[config.mk]
export PLATFORM = sky130hd
export DESIGN_NAME = image_pixel_streamer
export DESIGN_NICKNAME = d
export VERILOG_FILES = /design/src/rtl/image_pkg.sv /design/src/rtl/pixel_fifo.sv /design/src/rtl/image_pixel_streamer.sv
export SDC_FILE = /design/constraint.sdc
export NUM_CORES = 1
export LEC_CHECK = 0
export CAP_MARGIN = 10
export CORE_MARGIN = 1.5
export CORE_UTILIZATION = 45
export CTS_BUF_LIST = sky130_fd_sc_hd__clkbuf_2
export CTS_CLUSTER_DIAMETER = 120
export DETAILED_ROUTE_END_ITERATION = 7
export PLACE_DENSITY = 0.69
export SLEW_MARGIN = 30
export SYNTH_ARGS = -nofsm -noshare
export SYNTH_HDL_FRONTEND = slang
export SYNTH_SLANG_ARGS = --single-unit
[constraint.sdc]
create_clock -name clk -period 9.1 [get_ports clk]
set_input_delay 0.91 -clock clk [delete_from_list [all_inputs] [get_ports clk]]
set_output_delay 0.91 -clock clk [all_outputs]
set_load 0.01 [all_outputs]
[src/rtl/image_pkg.sv]
// Shared constants, pixel types and the luma helper for the image streaming path.
package image_pkg;

  localparam int ADDR_W = 17;
  localparam int DATA_W = 24;
  localparam int IMG_W  = 320;
  localparam int IMG_H  = 240;

  localparam int LUMA_R = 77;
  localparam int LUMA_G = 150;
  localparam int LUMA_B = 29;

  typedef struct packed {
    logic [7:0] r;
    logic [7:0] g;
    logic [7:0] b;
  } rgb_t;

  typedef enum logic [1:0] {
    IDLE,
    ISSUE,
    DRAIN,
    DONE
  } stream_state_t;

  // Coefficients sum to 256, so the 16-bit accumulator cannot overflow.
  function automatic logic [7:0] rgb_to_gray(input rgb_t px);
    logic [15:0] w_acc;
    w_acc = 16'(LUMA_R) * {8'd0, px.r}
          + 16'(LUMA_G) * {8'd0, px.g}
          + 16'(LUMA_B) * {8'd0, px.b};
    return w_acc[15:8];
  endfunction

endpackage

[src/rtl/pixel_fifo.sv]
// Small synchronous FIFO with a combinational head, used to absorb ROM read latency
// and downstream backpressure.
module pixel_fifo #(
  parameter int DEPTH = 4,
  parameter int WIDTH = 25,
  localparam int CNT_W = $clog2(DEPTH + 1)
) (
  input  logic             clk,
  input  logic             rst_n,
  input  logic             i_push,
  input  logic [WIDTH-1:0] i_wdata,
  input  logic             i_pop,
  output logic [WIDTH-1:0] o_rdata,
  output logic [CNT_W-1:0] o_count,
  output logic             o_empty,
  output logic             o_full
);
  import image_pkg::*;

  localparam int PTR_W = (DEPTH > 1) ? $clog2(DEPTH) : 1;

  logic [WIDTH-1:0] r_mem [DEPTH];
  logic [PTR_W-1:0] r_wr_ptr;
  logic [PTR_W-1:0] r_rd_ptr;
  logic [CNT_W-1:0] r_count;
  logic             w_do_push;
  logic             w_do_pop;

  function automatic logic [PTR_W-1:0] ptr_inc(input logic [PTR_W-1:0] p);
    return (p == PTR_W'(DEPTH - 1)) ? '0 : p + PTR_W'(1);
  endfunction

  assign o_empty   = (r_count == '0);
  assign o_full    = (r_count == CNT_W'(DEPTH));
  assign o_count   = r_count;
  assign w_do_pop  = i_pop && !o_empty;
  assign w_do_push = i_push && !o_full;

  // Head is read combinationally so a beat is presented the cycle after it is written.
  assign o_rdata = r_mem[r_rd_ptr];

  always_ff @(posedge clk) begin
    if (w_do_push) begin
      r_mem[r_wr_ptr] <= i_wdata;
    end
  end

  always_ff @(posedge clk or negedge rst_n) begin
    if (!rst_n) begin
      r_wr_ptr <= '0;
      r_rd_ptr <= '0;
      r_count  <= '0;
    end else begin
      if (w_do_push) begin
        r_wr_ptr <= ptr_inc(r_wr_ptr);
      end
      if (w_do_pop) begin
        r_rd_ptr <= ptr_inc(r_rd_ptr);
      end
      case ({w_do_push, w_do_pop})
        2'b10:   r_count <= r_count + CNT_W'(1);
        2'b01:   r_count <= r_count - CNT_W'(1);
        default: r_count <= r_count;
      endcase
    end
  end

endmodule

[src/rtl/image_pixel_streamer.sv]
// Walks one frame of the image ROM in raster order and presents the pixels as a
// valid/ready stream with luma and end-of-frame marker.
module image_pixel_streamer #(
  parameter int ADDR_W       = image_pkg::ADDR_W,
  parameter int DATA_W       = image_pkg::DATA_W,
  parameter int NUM_PIXELS   = 76800,
  parameter int BASE_ADDR    = 0,
  parameter int READ_LATENCY = 1,
  parameter int FIFO_DEPTH   = 4
) (
  input  logic              clk,
  input  logic              rst_n,
  input  logic              i_start,
  output logic              o_busy,
  output logic              o_done,
  output logic              o_rom_rden,
  output logic [ADDR_W-1:0] o_rom_addr,
  input  logic [DATA_W-1:0] i_rom_q,
  output logic              o_pix_valid,
  input  logic              i_pix_ready,
  output logic [DATA_W-1:0] o_pix_data,
  output logic [7:0]        o_pix_gray,
  output logic              o_pix_last
);
  import image_pkg::*;

  localparam int CNT_W  = $clog2(NUM_PIXELS + 1);
  localparam int FCNT_W = $clog2(FIFO_DEPTH + 1);
  localparam int INF_W  = $clog2(READ_LATENCY + 1);

  stream_state_t            r_state;
  stream_state_t            w_state_next;
  logic [ADDR_W-1:0]        r_addr;
  logic [CNT_W-1:0]         r_issue_cnt;
  logic [READ_LATENCY-1:0]  r_pipe_vld;
  logic [READ_LATENCY-1:0]  r_pipe_last;
  logic [INF_W-1:0]         w_inflight;
  logic                     w_issue;
  logic                     w_issue_last;
  logic                     w_load;
  logic                     w_credit;
  logic                     w_push;
  logic                     w_pop;
  logic [DATA_W:0]          w_head;
  logic [FCNT_W-1:0]        w_fifo_count;
  logic                     w_fifo_empty;
  logic                     w_fifo_full;
  rgb_t                     w_head_rgb;

  always_comb begin
    w_inflight = '0;
    for (int i = 0; i < READ_LATENCY; i++) begin
      w_inflight = w_inflight + INF_W'(r_pipe_vld[i]);
    end
  end

  // Reads already launched plus buffered beats must fit in the FIFO, so a push never overflows.
  assign w_credit     = (32'(w_inflight) + 32'(w_fifo_count)) < 32'(FIFO_DEPTH);
  assign w_issue_last = (r_issue_cnt == CNT_W'(NUM_PIXELS - 1));

  always_comb begin
    w_state_next = r_state;
    w_issue      = 1'b0;
    w_load       = 1'b0;
    case (r_state)
      IDLE: begin
        if (i_start) begin
          w_state_next = ISSUE;
          w_load       = 1'b1;
        end
      end
      ISSUE: begin
        if (w_credit) begin
          w_issue = 1'b1;
          if (w_issue_last) begin
            w_state_next = DRAIN;
          end
        end
      end
      DRAIN: begin
        // Leaving on the pop of the final beat makes done follow acceptance by one cycle.
        if ((w_inflight == '0) &&
            (w_fifo_empty || ((w_fifo_count == FCNT_W'(1)) && w_pop))) begin
          w_state_next = DONE;
        end
      end
      DONE:    w_state_next = IDLE;
      default: w_state_next = IDLE;
    endcase
  end

  always_ff @(posedge clk or negedge rst_n) begin
    if (!rst_n) begin
      r_state     <= IDLE;
      r_addr      <= ADDR_W'(BASE_ADDR);
      r_issue_cnt <= '0;
      r_pipe_vld  <= '0;
      r_pipe_last <= '0;
    end else begin
      r_state <= w_state_next;
      if (w_load) begin
        r_addr      <= ADDR_W'(BASE_ADDR);
        r_issue_cnt <= '0;
      end else if (w_issue) begin
        r_issue_cnt <= r_issue_cnt + CNT_W'(1);
        if (!w_issue_last) begin
          r_addr <= r_addr + ADDR_W'(1);
        end
      end
      r_pipe_vld[0]  <= w_issue;
      r_pipe_last[0] <= w_issue && w_issue_last;
      for (int i = 1; i < READ_LATENCY; i++) begin
        r_pipe_vld[i]  <= r_pipe_vld[i-1];
        r_pipe_last[i] <= r_pipe_last[i-1];
      end
    end
  end

  assign w_push = r_pipe_vld[READ_LATENCY-1];
  assign w_pop  = o_pix_valid && i_pix_ready;

  pixel_fifo #(
    .DEPTH (FIFO_DEPTH),
    .WIDTH (DATA_W + 1)
  ) u_fifo (
    .clk     (clk),
    .rst_n   (rst_n),
    .i_push  (w_push),
    .i_wdata ({r_pipe_last[READ_LATENCY-1], i_rom_q}),
    .i_pop   (w_pop),
    .o_rdata (w_head),
    .o_count (w_fifo_count),
    .o_empty (w_fifo_empty),
    .o_full  (w_fifo_full)
  );

  assert property (@(posedge clk) disable iff (!rst_n) !(w_push && w_fifo_full));

  assign o_busy      = (r_state == ISSUE) || (r_state == DRAIN);
  assign o_done      = (r_state == DONE);
  assign o_rom_rden  = w_issue;
  assign o_rom_addr  = r_addr;
  assign o_pix_valid = !w_fifo_empty;
  assign o_pix_data  = w_fifo_empty ? '0 : w_head[DATA_W-1:0];
  assign o_pix_last  = !w_fifo_empty && w_head[DATA_W];
  assign w_head_rgb  = rgb_t'(o_pix_data[23:0]);
  assign o_pix_gray  = rgb_to_gray(w_head_rgb);

endmodule

==> key figures, run 1 <==
Final layout
  • Flip-flop and latch area: ~4100 um^2
  • Layout Cells excl Fill: 1,110
  • Multi-input gate area: between 4000 and 5000 um^2
  • Filler cell count: 1,700
  • Commonest cells after routing, fill and taps aside: 105 x inv_1, 100 x edfxtp_1, 99 x ha_1
  • Layout Area Growth over Synthesis: 16.25%
  • Layout cell share with drive strength beyond 1: 11.68%
  • Commonest non-fill, non-tap cell in the layout: inv_1
  • Final nets: approximately 1,000
  • Final Core Density: a little over half
  • Final instance area: roughly 11,000 um^2

Detailed routing
  • 1st-pass router iterations: 4
  • Routed len/inst: 15.42 um
  • Mean number of vias per cell: ~5.0
  • ANT nets after route: 0
  • DRT iter0 DRCs: approximately 260
  • Via Count: between 5,000 and 6,000
  • # DRC: 0
  • Final WL: 17.12 mm

Worst setup path
  • WP data arrival: approximately 7.8 ns
  • CP max FO: 5
  • Crit-path most repeated cell: fa_1
  • CP required: approximately 8.2 ns
  • Slowest stage delay, CP: between 0.5 and 0.6 ns
  • CP endpoint kind: output pin
  • CP Launch Type: register
  • Worst path bufs/invs: 6
  • Worst Setup Path Type: register to output pin
  • Crit-path slowest cell: mux4_2
  • Largest delay contributor family on the critical path: adder cells

STA
  • Setup-failing EPs final: 0
  • Slew HR: 49.10%
  • RSZ-0062 raised after global routing: yes
  • Final Max Slew Viols: 0
  • Period utilization: between 90% and 100%
  • Final hold vios: 0
  • Minimum clock period: 8.733 ns
  • Peak Freq: roughly 110 MHz
  • Worst-Margin Slew: about 0.76 ns
  • Clk_skew: roughly 0.032 ns

Global route
  • Gr ovfl total: 0
  • GR Layer Usage met1: 22.68%
  • GRT Resource Usage Total: 17.10%
  • Global-route wire length before repair: around 28 mm
  • Busiest grt layer: met2
  • Largest net degree at the start of global routing: 46
  • Met2 GRT Util: between 20% and 30%
  • Vias in the first global route: approximately 5,600
  • M3 GR Usage: under 10%
  • Initial antenna violation count: 1

Hold path
  • Min-delay worst type: input pin to async pin

Job
  • Max-Cap Viols: 0

Synth
  • Cell area after synthesis: slightly above 9000 um^2
  • Cell taking the most area after synthesis: edfxtp_1
  • EDFF count, synth: 100
  • Synth area leaders: edfxtp_1 33%, ha_1 14%, dfrtp_1 12%, fa_1 12%, mux4_2 4.7%
  • Synth top area share: between 30% and 40%
  • Syn Inst Count: 722
  • Register area share after synthesis: between 40% and 50%
  • Asr flop ratio synth: 31.03%
  • Netlist cell types: 53
  • Synthesized Nets: 906
  • Main synth FF type: edfxtp_1
  • Total number of yosys warnings: 0
  • Syn_area_per_cell: around 13 um^2
  • Register bit total from synthesis: 145

Floorplanning
  • Std-Cell Rows: 52
  • Core area: 20,100 um^2
  • Initial core utilization: a little under half
  • Die X: between 100 and 150 um
  • Vert. Die Dim: 145.9 um
  • Top Ports: between 80 and 90
  • Die area: between 20,000 and 25,000 um^2

Clock tree
  • Clock Path Buffers: 2
  • Clock slew at reported path FFs: between 0.2 and 0.25 ns
  • TritonCTS buffer count: 17
  • CTS tree: built
  • Htree depth: 4
  • CTS sink count: approximately 150
  • Worst-skew pair later-pin latency: roughly 0.71 ns
  • Root Buffer: clkbuf_2
  • Hold-fix buffers, CTS: 0

Placed design
  • GPL Wtd Cong: approximately 0.79
  • IO Port Bufs: 81
  • Post-placement cell count: 1,071
  • Dpl cell area: between 10,000 and 15,000 um^2
  • Hpwl dp: 13.20 mm

Run status
  • Outcome: finished, final reports clean
[state kept, by name, indices dropped and copies added, names as in the netlist]
name             cells
o_rom_addr          17
u_fifo.r_wr_ptr      2
r_pipe_last          1
u_fifo.r_rd_ptr      2
r_state              2
u_fifo.r_mem       100
r_issue_cnt         17
r_pipe_vld           1
u_fifo.o_count       3
[cell type report]
class                           instances  share of cell area (%)
Antenna cell                            1                 0.02342
Timing Repair Buffer                   99                   8.933
Inverter                              106                   3.723
Sequential cell                       145                   38.66
Clock inverter                         14                   1.440
Tap cell                              270                   3.161
Clock buffer                           18                  0.8430
Multi-Input combinational cell        457                   43.22
[routing by layer]
layer / vias to the layer above / wire (um)
li1: 2714 / -
met1: 2765 / 7737
met2: 106 / 8584
met3: 15 / 612
met4: 0 / 182
met5: - / 0
[stage by stage]
step                      hold slack (ns)  worst slack (ns)  setup TNS, ns
after CTS                          0.1130           0.08213              0
final                              0.1476            0.3672              0
after global placement             0.4888            0.4781              0
after detailed placement           0.5038            0.4148              0
after floorplan                    0.4547            0.6855              0
after global routing               0.1022          -0.02865       -0.02865
[path summary, 6_finish.rpt]
kind / startpoint / end / slack (ns) / depth (start not counted)
max: u_fifo.r_rd_ptr[0] / o_pix_gray[7] / 0.37 / 25
min: rst_n / o_rom_addr[7] / 0.15 / 1
max reg2reg: u_fifo.o_count[1] / r_issue_cnt[13] / 6.58 / 9
min reg2reg: r_pipe_last / u_fifo.r_mem[1][24] / 0.53 / 0
max in group asynchronous: rst_n / u_fifo.r_rd_ptr[1] / 8.51 / 1
min in group clk: r_pipe_last / u_fifo.r_mem[1][24] / 0.53 / 0
[cells by family (layout without fill, tap and decap cells)]
logic type / after synthesis / count (layout) / synth area share, %
flip-flops: 145 / 145 / 44.92
AND/OR/NAND/NOR: 149 / 149 / 8.167
adder cells (fa/ha/maj): 156 / 156 / 25.72
buffers and inverters: 120 / 237 / 4.982
AO/OA/AOI/OAI: 74 / 74 / 5.649
XOR/XNOR: 45 / 45 / 4.287
other: 0 / 1 / 0
multiplexers: 33 / 33 / 6.275
[synthesized netlist by cell type (all sizes together) (2+ instances only)]
cell / count
ha: 101
xnor2: 24
o31ai: 2
fa: 55
nand3: 10
o21bai: 3
or3: 8
a211o: 3
nor2: 39
a21o: 7
o211ai: 6
nor4: 4
and2: 27
or2: 2
nand2b: 2
inv: 106
dfrtp: 45
xor2: 21
nand4: 7
mux2i: 7
a21oi: 22
mux4: 19
and3: 5
edfxtp: 100
o21ai: 17
clkbuf: 11
mux2: 7
and4: 2
a31oi: 4
buf: 3
nor3: 6
nand2: 33
[repair_timing]
action,in CTS,in global routing
pin swaps,1,5
gates resized for setup,10,10
endpoints found under the setup margin,5,6
buffers inserted,5,1
Power of run 1 is not shown: default switching activity piles up to over one toggle a cycle in this logic, so the estimate is an artifact.
==> inputs of run 2 (changes only) <==
- ABC_AREA: unset -> 0
- CORE_ASPECT_RATIO: unset -> 0.6
==> run 2 against run 1 <==
Clock-buffer cell count fell by 1. Critical path depth rose by 3. Die area rose by 0.13%. Final area grew 1.4%. Sequential share of layout area fell by 0.52 points. Core utilization is 0.97 points higher. Clock skew is 0.022 ns higher. Fmax decreased by 0.61%. Wire length increased by 13%. Highest routed layer unchanged. Final cell count grew 0.45%.
==> key figures, run 2 (synthesis results as in run 1) <==
Clock tree
  • CTS sink count: 145 (unchanged)
  • Clock Path Buffers: 2 (unchanged)
  • TritonCTS buffer count: 17 (unchanged)
  • Root Buffer: clkbuf_2 (unchanged)
  • CTS tree: built (unchanged)
  • Htree depth: 4 (unchanged)
  • Clock slew at reported path FFs: 0.24 ns (about the same)
  • Hold-fix buffers, CTS: 0 (unchanged)
  • Worst-skew pair later-pin latency: 0.68 ns (was 0.71 ns)

Worst setup path
  • Internal reg-to-reg setup slack: 6.65 ns (was 6.58 ns)
  • WP data arrival: 7.88 ns (was 7.82 ns)
  • CP Launch Type: register (unchanged)
  • Critical R2R Launch: u_fifo.o_count[1] (unchanged)
  • CP endpoint kind: output pin (unchanged)
  • CP max FO: 5 (unchanged)
  • Worst r2r path cells: 7 (was 9)
  • Worst Setup Path Type: register to output pin (unchanged)
  • CP required: 8.19 ns (about the same)
  • Slowest stage delay, CP: 0.55 ns (was 0.51 ns)
  • R2r endpoint: o_rom_addr[15] (was r_issue_cnt[13])
  • Crit-path slowest cell: dfrtp_4 (was mux4_2)

Final layout
  • Ant diodes: 0 (was 1)
  • Top reg by flops: u_fifo.r_mem (unchanged)
  • Commonest cells after routing, fill and taps aside: 103 x inv_1, 100 x edfxtp_1, 95 x ha_1 (was 105 x inv_1, 100 x edfxtp_1, 99 x ha_1)
  • Layout Area Growth over Synthesis: 17.87% (was 16.25%)
  • Commonest non-fill, non-tap cell in the layout: inv_1 (unchanged)
  • Filler cell count: 1,718 (was 1,700)
  • Layout Cells excl Fill: 1,115 (was 1,110)
  • Layout cell share with drive strength beyond 1: 14.01% (was 11.68%)
  • Final nets: 1,013 (was 1,010)
  • Largest register FFs: 100 (unchanged)

Detailed routing
  • Routed len/inst: 17.31 um (was 15.42 um)
  • Final WL: 19.30 mm (was 17.12 mm)
  • DRT iter0 DRCs: 522 (was 255)
  • ANT nets after route: 0 (unchanged)
  • Via Count: 5,600 (unchanged)
  • 1st-pass router iterations: 5 (was 4)
  • Mean number of vias per cell: 5.022 (was 5.045)
  • # DRC: 0 (unchanged)

Floorplanning
  • Core area: 20,020 um^2 (was 20,100 um^2)
  • Vert. Die Dim: 113.7 um (was 145.9 um)
  • Std-Cell Rows: 40 (was 52)
  • Die area: 21,320 um^2 (was 21,290 um^2)
  • Initial core utilization: 45.92% (was 45.72%)
  • Die X: 187.5 um (was 145.9 um)
  • Top Ports: 82 (unchanged)

STA
  • Slew HR: 49.07% (was 49.10%)
  • Setup-failing EPs final: 0 (unchanged)
  • Peak Freq: 113.8 MHz (was 114.5 MHz)
  • Worst-Margin Slew: 0.7571 ns (was 0.7568 ns)
  • Hold Slack: 0.1839 ns (was 0.1476 ns)
  • Minimum clock period: 8.786 ns (was 8.733 ns)
  • Final Max Slew Viols: 0 (unchanged)
  • RSZ-0062 raised after global routing: yes (unchanged)
  • Final hold vios: 0 (unchanged)
  • Period utilization: 96.55% (was 95.96%)
  • Clk_skew: 0.05383 ns (was 0.03151 ns)

Global route
  • Initial antenna violation count: 0 (was 1)
  • GRT Resource Usage Total: 19.33% (was 17.10%)
  • Met2 GRT Util: 26.59% (was 29.10%)
  • Global-route wire length before repair: 31.41 mm (was 28.46 mm)
  • Vias in the first global route: 5,707 (was 5,637)
  • Largest net degree at the start of global routing: 46 (unchanged)
  • GR Layer Usage met1: 32.05% (was 22.68%)
  • Gr ovfl total: 0 (unchanged)
  • M3 GR Usage: 3.846% (was 3.323%)
  • Busiest grt layer: met1 (was met2)

Placed design
  • Hpwl dp: 14.65 mm (was 13.20 mm)
  • Post-placement cell count: 1,072 (was 1,071)
  • IO Port Bufs: 81 (unchanged)
  • GPL Wtd Cong: 0.8534 (was 0.7939)

Job
  • Max-Cap Viols: 0 (unchanged)

Hold path
  • Min-delay worst type: input pin to async pin (unchanged)

Run status
  • Outcome: finished, final reports clean (unchanged)
## run 2: stage by stage
step,cell area (um^2),util (%),worst slack (ns),TNS [ns]
floorplan,9193,-,0.6855,0
global placement,10360,51.73,0.4207,0
detailed placement,10360,51.74,0.2929,0
CTS,10720,53.55,0.003209,0
global route,10840,54.13,-0.05427,-0.05427
finish,10840,54.13,0.3138,0
## run 2: critical path: cells and delay by family, from the launching register on
family                   cells  cell delay, ns
adder cells (fa/ha/maj)      8            3.10
AND/OR/NAND/NOR              1            0.22
flip-flops                   1            0.55
multiplexers                 1            0.48
AO/OA/AOI/OAI                9            1.76
XOR/XNOR                     2            0.28
buffers and inverters        7            0.83
## run 2: how the worst max path moves through the flow
| stage | startpoint | end | slack (ns) | depth (start not counted) |
|---|---|---|---|---|
| after global placement | u_fifo.r_rd_ptr[0] | o_pix_gray[7] | 0.42 | 26 |
| after floorplan | u_fifo.r_rd_ptr[0] | o_pix_gray[7] | 0.69 | 26 |
| after CTS | u_fifo.r_rd_ptr[0] | o_pix_gray[7] | 0.003 | 26 |
| after detailed placement | u_fifo.r_rd_ptr[0] | o_pix_gray[7] | 0.29 | 26 |
| after global routing | u_fifo.r_rd_ptr[0] | o_pix_gray[7] | -0.05 | 28 |
| final | u_fifo.r_rd_ptr[0] | o_pix_gray[7] | 0.31 | 28 |
## run 2: final cells by class
type | count | area [um^2] | area share, %
multi-input combinational | 457 | 4750 | 43.83
sequential | 145 | 4133 | 38.14
timing repair buffer | 102 | 957.2 | 8.834
inverter | 106 | 400.4 | 3.695
tap | 273 | 341.6 | 3.152
clock inverter | 15 | 168.9 | 1.559
clock buffer | 17 | 85.08 | 0.7852
## run 2: per-layer routing
| metal | vias to the layer above | routed length [um] |
|---|---|---|
| li1 | 2714 | - |
| met1 | 2773 | 10570 |
| met2 | 111 | 7787 |
| met3 | 2 | 909 |
| met4 | 0 | 27 |
| met5 | - | 0 |
## run 2: timing repair
action                     CTS  global route
pin swaps                    3             5
buffers inserted            11             0
setup endpoints to repair    6             7
resized for setup           18            34
hold endpoints to repair     0             0
Power of run 2 is left out for the same reason.
==> inputs of run 3 (changes only) <==
- CORE_UTILIZATION: 45 -> 50
- PLACE_DENSITY: 0.69 -> 0.75
- SLEW_MARGIN: 30 -> 20
==> run 3 against run 2 <==
Via count increased by 0.77%. Flip-flop and latch count unchanged. Clock-buffer cell count increased by 1. Wire length decreased by 7.1%. Core utilization increased by 5.7 points. Sequential share of layout area increased by 0.21 points. Hold slack improved by 0.096 ns. Register-to-register slack got worse by 0.17 ns. First-iteration DRC count decreased by 31%. Clock skew decreased by 0.0034 ns. Non-clock buffer count increased by 2.
==> key figures, run 3 (synthesis results as in run 1) <==
Run status
  • Outcome: finished, final reports clean (unchanged)

Clock tree
  • Clock slew at reported path FFs: 0.23 ns (was 0.24 ns)
  • Root Buffer: clkbuf_2 (unchanged)
  • TritonCTS buffer count: 17 (unchanged)
  • CTS sink count: 145 (unchanged)
  • Clock Path Buffers: 2 (unchanged)
  • CTS tree: built (unchanged)
  • Htree depth: 4 (unchanged)
  • Worst-skew pair later-pin latency: 0.70 ns (was 0.68 ns)
  • Hold-fix buffers, CTS: 0 (unchanged)

Placed design
  • Post-placement cell count: 1,040 (was 1,072)
  • GPL Wtd Cong: 0.7945 (was 0.8534)
  • IO Port Bufs: 81 (unchanged)
  • Hpwl dp: 13.62 mm (was 14.65 mm)
  • Dpl cell area: 10,320 um^2 (was 10,360 um^2)

Global route
  • Global-route wire length before repair: 28.86 mm (was 31.41 mm)
  • GRT Resource Usage Total: 19.95% (was 19.33%)
  • Largest net degree at the start of global routing: 46 (unchanged)
  • Initial antenna violation count: 0 (unchanged)
  • Gr ovfl total: 0 (unchanged)
  • Vias in the first global route: 5,453 (was 5,707)

STA
  • Hold Slack: 0.2802 ns (was 0.1839 ns)
  • Worst-Margin Slew: 0.7369 ns (was 0.7571 ns)
  • Period utilization: 95.63% (was 96.55%)
  • Final hold vios: 0 (unchanged)
  • Final Max Slew Viols: 0 (unchanged)
  • RSZ-0062 raised after global routing: yes (unchanged)
  • Setup-failing EPs final: 0 (unchanged)
  • Peak Freq: 114.9 MHz (was 113.8 MHz)
  • Slew HR: 50.44% (was 49.07%)
  • Setup TNS: 0 ns (unchanged)
  • Minimum clock period: 8.702 ns (was 8.786 ns)
  • Clk_skew: 0.05047 ns (was 0.05383 ns)

Worst setup path
  • WP data arrival: 7.79 ns (was 7.88 ns)
  • Cell count along the critical path: 25 (was 28)
  • CP max FO: 11 (was 5)
  • Crit-path slowest cell: fa_1 (was dfrtp_4)
  • CP required: 8.19 ns (about the same)
  • Largest delay contributor family on the critical path: adder cells (unchanged)
  • CP endpoint kind: output pin (unchanged)
  • Worst path bufs/invs: 6 (was 7)
  • Worst Setup Path Type: register to output pin (unchanged)
  • CP Launch Type: register (unchanged)
  • Slowest stage delay, CP: 0.52 ns (was 0.55 ns)
  • Crit-path most repeated cell: ha_1
  • Worst r2r path cells: 9 (was 7)

Final layout
  • Largest register FFs: 100 (unchanged)
  • Filler cell count: 1,392 (was 1,718)
  • Final nets: 1,015 (was 1,013)
  • Final instance area: 10,770 um^2 (was 10,840 um^2)
  • Commonest cells after routing, fill and taps aside: 103 x inv_1, 100 x edfxtp_1, 98 x ha_1 (was 103 x inv_1, 100 x edfxtp_1, 95 x ha_1)
  • Top reg by flops: u_fifo.r_mem (unchanged)
  • Layout Cells excl Fill: 1,084 (was 1,115)
  • Layout Area Growth over Synthesis: 17.20% (was 17.87%)
  • Ant diodes: 0 (unchanged)
  • Commonest non-fill, non-tap cell in the layout: inv_1 (unchanged)
  • Layout cell share with drive strength beyond 1: 13.63% (was 14.01%)

Detailed routing
  • Mean number of vias per cell: 5.206 (was 5.022)
  • # DRC: 0 (unchanged)
  • Via Count: 5,643 (was 5,600)
  • Routed len/inst: 16.54 um (was 17.31 um)
  • 1st-pass router iterations: 5 (unchanged)
  • Final WL: 17.93 mm (was 19.30 mm)
  • ANT nets after route: 0 (unchanged)
  • DRT iter0 DRCs: 359 (was 522)

Hold path
  • Min-delay worst type: input pin to async pin (unchanged)

Floorplanning
  • Initial core utilization: 51.01% (was 45.92%)
  • Die X: 178.1 um (was 187.5 um)
  • Std-Cell Rows: 38 (was 40)
  • Top Ports: 82 (unchanged)
  • Core area: 18,020 um^2 (was 20,020 um^2)
  • Vert. Die Dim: 108.0 um (was 113.7 um)
  • Die area: 19,230 um^2 (was 21,320 um^2)

Job
  • Max-Cap Viols: 0 (unchanged)
-- run 3: layout make-up --
class | count | area [um^2] | share of cell area [%]
Sequential cell | 145 | 4131 | 38.35
Timing Repair Buffer | 104 | 1003 | 9.314
Inverter | 106 | 397.9 | 3.693
Clock buffer | 18 | 90.09 | 0.8361
Tap cell | 240 | 300.3 | 2.787
Clock inverter | 14 | 167.7 | 1.556
Multi-Input combinational cell | 457 | 4683 | 43.47
-- run 3: worst register-to-register path, delay by kind of cell (launching register included) --
kind | cells | cell delay [ns]
AO/OA/AOI/OAI | 4 | 1.01
flip-flops | 1 | 0.44
buffers and inverters | 3 | 0.48
AND/OR/NAND/NOR | 2 | 0.61
-- run 3: path summary, 6_finish.rpt --
kind                               startpoint                  end  slack, ns
max                        u_fifo.r_rd_ptr[0]        o_pix_gray[7]       0.40
min                                     rst_n       r_issue_cnt[7]       0.28
max reg2reg                 u_fifo.o_count[1]       o_rom_addr[16]       6.48
min reg2reg                       r_pipe_last  u_fifo.r_mem[3][24]       0.55
max in group asynchronous               rst_n   u_fifo.r_rd_ptr[0]       8.38
min in group clk                  r_pipe_last  u_fifo.r_mem[3][24]       0.55
-- run 3: routing by layer --
metal  routed length [um]  vias up  global-route usage (%)
met1                 9624     2788                   32.54
met4                   91        0                   4.562
met3                  792        9                   3.446
met2                 7425      119                   27.32
met5                    0        -                       0
li1                     -     2727                       -
-- run 3: per-stage QoR --
step / util, % / worst slack (ns)
2_1_floorplan: - / 0.6855
3_3_place_gp: 57.28 / 0.4043
3_5_place_dp: 57.28 / 0.2691
4_1_cts: 59.35 / 0.002609
5_1_grt: 59.79 / -0.08048
6_report: 59.79 / 0.3978
-- run 3: what timing repair did --
item                       4_1_cts  5_1_grt
setup endpoints to repair        4        6
pin swaps                        2        3
buffers inserted                 9        4
gates resized for setup         16       20
Power of run 3 is left out for the same reason.
